===== src/rtl/fetch_sequencer_if.sv =====
// Handshake/bus bundle between the fetch sequencer, instruction memory and IF/ID.
// master: the sequencer (drives imem_addr, if_* and busy).
// slave : the environment (drives control, redirect and memory read data).
interface fetch_sequencer_if #(
  parameter int ADDR_W  = 8,
  parameter int INSTR_W = 8
);
  logic               enable;
  logic               stall;
  logic               redirect;
  logic [ADDR_W-1:0]  redirect_pc;
  logic [ADDR_W-1:0]  imem_addr;
  logic [INSTR_W-1:0] imem_instr;
  logic [INSTR_W-1:0] if_instr;
  logic [ADDR_W-1:0]  if_pc;
  logic               if_valid;
  logic               busy;

  modport master (
    input  enable, stall, redirect, redirect_pc, imem_instr,
    output imem_addr, if_instr, if_pc, if_valid, busy
  );

  modport slave (
    output enable, stall, redirect, redirect_pc, imem_instr,
    input  imem_addr, if_instr, if_pc, if_valid, busy
  );
endinterface


===== src/rtl/fetch_sequencer.sv =====
// Instruction-fetch controller: owns the PC, addresses imem, presents instr+PC to IF/ID.
// Latency: capture on the (WAIT_CYCLES+1)-th edge in WAIT; one instruction per WAIT_CYCLES+2 cycles.
// Backpressure: stall holds the presented instruction; redirect flushes it and overrides stall.
// Ports: clk/reset (async, active-high); bus (master modport) carries enable, stall,
//        redirect/redirect_pc, imem_addr/imem_instr, if_instr/if_pc/if_valid and busy.
module fetch_sequencer #(
  parameter int ADDR_W      = 8,
  parameter int INSTR_W     = 8,
  parameter int PC_STEP     = 4,
  parameter int WAIT_CYCLES = 1,
  parameter int RESET_PC    = 0
) (
  input  logic               clk,
  input  logic               reset,
  fetch_sequencer_if.master  bus
);

  typedef enum logic [1:0] {
    IDLE  = 2'd0,
    WAIT  = 2'd1,
    VALID = 2'd2
  } state_t;

  localparam logic [2:0]        WAIT_INIT = 3'(WAIT_CYCLES);
  localparam logic [ADDR_W-1:0] STEP      = ADDR_W'(PC_STEP);
  localparam logic [ADDR_W-1:0] PC_INIT   = ADDR_W'(RESET_PC);

  state_t             state_q, state_d;
  logic [2:0]         cnt_q, cnt_d;
  logic [ADDR_W-1:0]  pc_q, pc_d;
  logic [INSTR_W-1:0] instr_q, instr_d;
  logic [ADDR_W-1:0]  ifpc_q, ifpc_d;
  logic               valid_q, valid_d;

  always_ff @(posedge clk or posedge reset) begin
    if (reset) begin
      state_q <= IDLE;
      cnt_q   <= '0;
      pc_q    <= PC_INIT;
      instr_q <= '0;
      ifpc_q  <= '0;
      valid_q <= 1'b0;
    end else begin
      state_q <= state_d;
      cnt_q   <= cnt_d;
      pc_q    <= pc_d;
      instr_q <= instr_d;
      ifpc_q  <= ifpc_d;
      valid_q <= valid_d;
    end
  end

  always_comb begin
    state_d = state_q;
    cnt_d   = cnt_q;
    pc_d    = pc_q;
    instr_d = instr_q;
    ifpc_d  = ifpc_q;
    valid_d = valid_q;

    if (bus.redirect) begin
      // Redirect beats stall, enable and the settle count; a capture due on
      // this edge is dropped because valid_d is forced low.
      pc_d    = {bus.redirect_pc[ADDR_W-1:2], 2'b00};
      valid_d = 1'b0;
      cnt_d   = WAIT_INIT;
      state_d = bus.enable ? WAIT : IDLE;
    end else begin
      unique case (state_q)
        IDLE: begin
          if (bus.enable) begin
            state_d = WAIT;
            cnt_d   = WAIT_INIT;
          end
        end
        WAIT: begin
          // enable is deliberately ignored here: a started fetch always completes.
          if (cnt_q != 3'd0) begin
            cnt_d = cnt_q - 3'd1;
          end else begin
            instr_d = bus.imem_instr;
            ifpc_d  = pc_q;
            valid_d = 1'b1;
            pc_d    = pc_q + STEP;  // wraps modulo 2^ADDR_W
            state_d = VALID;
          end
        end
        VALID: begin
          if (!bus.stall) begin
            valid_d = 1'b0;
            if (bus.enable) begin
              state_d = WAIT;
              cnt_d   = WAIT_INIT;
            end else begin
              state_d = IDLE;
            end
          end
        end
        default: state_d = IDLE;
      endcase
    end
  end

  // imem_addr is the PC register itself, so the two can never disagree.
  assign bus.imem_addr = pc_q;
  assign bus.if_instr  = instr_q;
  assign bus.if_pc     = ifpc_q;
  assign bus.if_valid  = valid_q;
  assign bus.busy      = (state_q != IDLE);

endmodule


===== src/flat_wrapper.sv =====
// flat-port wrapper written by rule: the top's interface ports become plain ports
module fetch_sequencer_flat 
#(
  parameter int ADDR_W      = 8,
  parameter int INSTR_W     = 8,
  parameter int PC_STEP     = 4,
  parameter int WAIT_CYCLES = 1,
  parameter int RESET_PC    = 0
)
  (clk, reset, bus_enable, bus_stall, bus_redirect, bus_redirect_pc, bus_imem_instr, bus_imem_addr, bus_if_instr, bus_if_pc, bus_if_valid, bus_busy);
  fetch_sequencer_if #(.ADDR_W(ADDR_W), .INSTR_W(INSTR_W)) bus_i ();
  input  logic clk;
  input  logic reset;
  input wire logic [$bits(bus_i.enable)-1:0] bus_enable;
  input wire logic [$bits(bus_i.stall)-1:0] bus_stall;
  input wire logic [$bits(bus_i.redirect)-1:0] bus_redirect;
  input wire logic [$bits(bus_i.redirect_pc)-1:0] bus_redirect_pc;
  input wire logic [$bits(bus_i.imem_instr)-1:0] bus_imem_instr;
  output wire logic [$bits(bus_i.imem_addr)-1:0] bus_imem_addr;
  output wire logic [$bits(bus_i.if_instr)-1:0] bus_if_instr;
  output wire logic [$bits(bus_i.if_pc)-1:0] bus_if_pc;
  output wire logic [$bits(bus_i.if_valid)-1:0] bus_if_valid;
  output wire logic [$bits(bus_i.busy)-1:0] bus_busy;
  assign bus_i.enable = bus_enable;
  assign bus_i.stall = bus_stall;
  assign bus_i.redirect = bus_redirect;
  assign bus_i.redirect_pc = bus_redirect_pc;
  assign bus_i.imem_instr = bus_imem_instr;
  assign bus_imem_addr = bus_i.imem_addr;
  assign bus_if_instr = bus_i.if_instr;
  assign bus_if_pc = bus_i.if_pc;
  assign bus_if_valid = bus_i.if_valid;
  assign bus_busy = bus_i.busy;
  fetch_sequencer #(.ADDR_W(ADDR_W), .INSTR_W(INSTR_W), .PC_STEP(PC_STEP), .WAIT_CYCLES(WAIT_CYCLES), .RESET_PC(RESET_PC)) u_core (.clk(clk), .reset(reset), .bus(bus_i));
endmodule

===== config.mk =====
export PLATFORM = sky130hd
export DESIGN_NAME = fetch_sequencer_flat
export DESIGN_NICKNAME = d
export VERILOG_FILES = /design/src/rtl/fetch_sequencer_if.sv /design/src/rtl/fetch_sequencer.sv /design/src/flat_wrapper.sv
export SDC_FILE = /design/constraint.sdc
export NUM_CORES = 1
export LEC_CHECK = 0
export ABC_AREA = 1
export CAP_MARGIN = 0
export CORE_ASPECT_RATIO = 0.6
export CORE_MARGIN = 3
export CORE_UTILIZATION = 30
export DETAILED_ROUTE_END_ITERATION = 16
export GPL_TIMING_DRIVEN = 0
export PLACE_DENSITY_LB_ADDON = 0.2
export SLEW_MARGIN = 10
export SYNTH_ARGS = -nofsm -noshare
export SYNTH_HDL_FRONTEND = slang
export SYNTH_SLANG_ARGS = --single-unit
export TNS_END_PERCENT = 1

===== constraint.sdc =====
create_clock -name clk -period 1.6 [get_ports clk]
set_clock_uncertainty 0.15 [all_clocks]
set_input_delay 0.24 -clock clk [delete_from_list [all_inputs] [get_ports clk]]
set_output_delay 0.24 -clock clk [all_outputs]
set_load 0.005 [all_outputs]

==> summary.md <==
| Metric | Value |
|---|---|
| Status | finished, final reports clean |
| Final setup viols | 0 |
| GR Overflow Total | 0 |
| Worst slew pin tran | 1.01 ns |
| Yosys warnings | 0 |
| Detailed Routing Iterations Pass 1 | 4 |
| Final nets | 257 |
| Fill count | 441 |
| Max Clock Freq | 0.654 GHz |
| Final Critical Period | 1.53 ns |
| Total Routing Usage GR | 12.8% |
| Starting Density | 32.5% |
| Worst setup EP type | output port |
| Post-Place Cells | 285 |
| IO Count | 47 |
| Max Slew Vio Count | 0 |
| Routed wire length | 3320 µm |
| Dpl hpwl | 2500 µm |
| Area leader, netlist | dfrtp_1 |
| Clock sink total | 26 |
| Worst Path Max Fanout | 4 |
| Cell Area, Synth | 0.00139 mm² |
| R2R Path Start | u_core.cnt_q[0]$_DFFE_PP0P_ |
| Top_reg_cell synth | dfrtp_1 |
| Async set-reset flop share out of synthesis | 100% |
| Area of the multi-input gates | 614 µm² |
| CP endpoint | bus_busy |
| Cells after Synth | 182 |
| Layout area overhead | 42.1% |
| Wire per inst | 11.4 µm |
| DRT iter0 DRCs | 92 |
| CP Launch Type | flop |
| First-pass GRT wire length | 5580 µm |
| Row Count | 18 |
| Die Span Y | 58.8 µm |
| Design area | 0.00198 mm² |
| Register area share after synthesis | 46.7% |
| Antenna violations before repair | 0 |
| Critical path class | flop to output port |
| Reg2reg setup slack | 0.12 ns |
| Die footprint | 0.00552 mm² |
| DR vias/cell | 4.24 |
| Leakage | 0.00102 µW |
| Reg2Reg Depth | 8 |
| GPL Wtd Cong | 0.808 |
| Synth top area share | 46.7% |
| Worst hold path type | flop to flop |
| CP arrival | 1.14 ns |
| Crit. Startpoint | u_core.state_q[1]$_DFFE_PP0P_ |
| Most frequent cell after synthesis | nand2_1 |
| Clock Latency Late Sink | 0.27 ns |
| Worst hold slack | 0.324 ns |
| Antenna violation net count after detailed routing | 0 |
| Core Footprint | 0.00428 mm² |
| Total CTS buffers | 3 |
| Vias in the first global route | 1,188 |
| Register area | 654 µm² |
| Pwr per Cell Area | 1610 mW/mm² |
| Final worst path period share | 95.5% |
| Top cells by count, synth | nand2_1, dfrtp_1, inv_1, nor2_1, nand3_1 |
| Setup_tns | 0 ns |
| CTS clock-pin slew for the worst setup and hold paths | 0.09 ns |
| Cell variety after synth | 21 |
| Hold buffer count at CTS | 0 |
| Clock Tree Buf Depth | 2 |
| Final Hold Viols | 0 |
| Total power | 3190 µW |
| TritonCTS clock tree | built |
| Vias | 1,239 |
| IO buf count | 40 |
| H-tree levels | 1 |
| Max_cap viols | 0 |
| Pin count of the biggest net entering global routing | 27 |
| Remaining routing DRC violations | 0 |
| Top post-synthesis cells by area | dfrtp_1, nand2_1, nand3_1, inv_1, nor2_1 |
| Dpl cell area | 0.00188 mm² |
| Finished Layout Cells | 292 |
| Synth Area per Inst | 7.65 µm² |
| RSZ-0062 raised after global routing | false |
| CTS root buffer | clkbuf_8 |
| Ant. Diodes | 0 |
| Max rail drop VDD | 0.541 mV |
| Req. time, crit path | 1.21 ns |
| #FFs+latches synth | 26 |
| Relative slew slack | 32.8% |
| Die Wd | 94.0 µm |
| Layout cells sized above 1 | 14.2% |
| Reg2Reg Capture Point | u_core.bus.if_pc[4]$_DFFE_PP0P_ |
| Post-synth EDFFs | 0 |
## worst max-delay path, stage by stage, from the launching register on
cell	delay (ns)
dfrtp_1	0.42
inv_2	0.09
nand2_1	0.08
dlygate4sd2_1	0.27
## power breakdown
part,switching [µW],total [µW],internal (µW)
logic,738,1500,758
clock network,210,545,335
registers,212,1150,938
total,1160,3190,2030
## flip-flops by register name, summed over array words and instances (netlist names)
name	flops
u_core.bus.if_instr	8
u_core.bus.if_pc	6
u_core.bus.if_valid	1
u_core.bus.imem_addr	6
u_core.cnt_q	3
u_core.state_q	2
## cells by family (layout without fill, tap and decap cells)
logic type	after synthesis	after routing	synth area share [%]
flip-flops	26	26	46.7
XOR/XNOR	1	1	0.629
buffers and inverters	29	76	10.5
AND/OR/NAND/NOR	107	107	31.9
other	1	4	0.269
adder cells (fa/ha/maj)	3	3	2.70
AO/OA/AOI/OAI	15	15	7.28
## layer usage
layer  share of wire, %  vias to the layer above  track usage, %  wire (µm)
li1                   -                      652               -          -
met1                 54                      540            19.3       1780
met2                 38                       45            17.8       1260
met3                7.9                        2            4.21        262
met4               0.42                        0            2.67         14
met5                  0                        -               0          0
## metrics by stage
stage / util [%] / worst slack [ns]
floorplan: - / 0.189
global placement: 43.9 / -0.151
detailed placement: 43.9 / -0.162
CTS: 45.8 / -0.0286
global route: 46.3 / 0.00674
finish: 46.3 / 0.0714
## cell type report
cell class                      instances  share of cell area (%)
Sequential cell                        26                    33.1
Multi-Input combinational cell        130                    31.0
Timing Repair Buffer                   43                    21.1
Inverter                               21                    3.98
Tap cell                               60                    3.79
Buffer                                  8                    3.41
Clock buffer                            3                    2.09
Clock inverter                          1                    1.52
## worst min path at each step
stage                                  startpoint                            endpoint  slack, ns  cells past startpoint
6_report       u_core.bus.if_instr[4]$_DFFE_PP0P_  u_core.bus.if_instr[4]$_DFFE_PP0P_       0.32                      2
5_1_grt        u_core.bus.if_instr[7]$_DFFE_PP0P_  u_core.bus.if_instr[7]$_DFFE_PP0P_       0.36                      2
3_3_place_gp   u_core.bus.if_instr[5]$_DFFE_PP0P_  u_core.bus.if_instr[5]$_DFFE_PP0P_       0.30                      2
4_1_cts        u_core.bus.if_instr[3]$_DFFE_PP0P_  u_core.bus.if_instr[3]$_DFFE_PP0P_       0.33                      2
3_5_place_dp   u_core.bus.if_instr[5]$_DFFE_PP0P_  u_core.bus.if_instr[5]$_DFFE_PP0P_       0.31                      2
2_1_floorplan                               reset  u_core.bus.if_instr[0]$_DFFE_PP0P_       0.13                      1
## placed cells by master (no fill, tap or decap), types with 4 or more instances in the layout
| cell | n |
|---|---|
| nor2_1 | 16 |
| inv_1 | 18 |
| clkdlybuf4s50_1 | 33 |
| conb_1 | 4 |
| buf_4 | 9 |
| nand3_1 | 15 |
| dfrtp_1 | 23 |
| dlygate4sd2_1 | 6 |
| o21ai_2 | 5 |
| nand2_1 | 69 |
## repair_timing
action / CTS / global route
setup buffers: 2 / 1
resized for setup: 9 / 3
pin swaps: 0 / 1
endpoints found under the setup margin: 7 / 19
No activity file was read; power rests on OpenSTA's default activity.
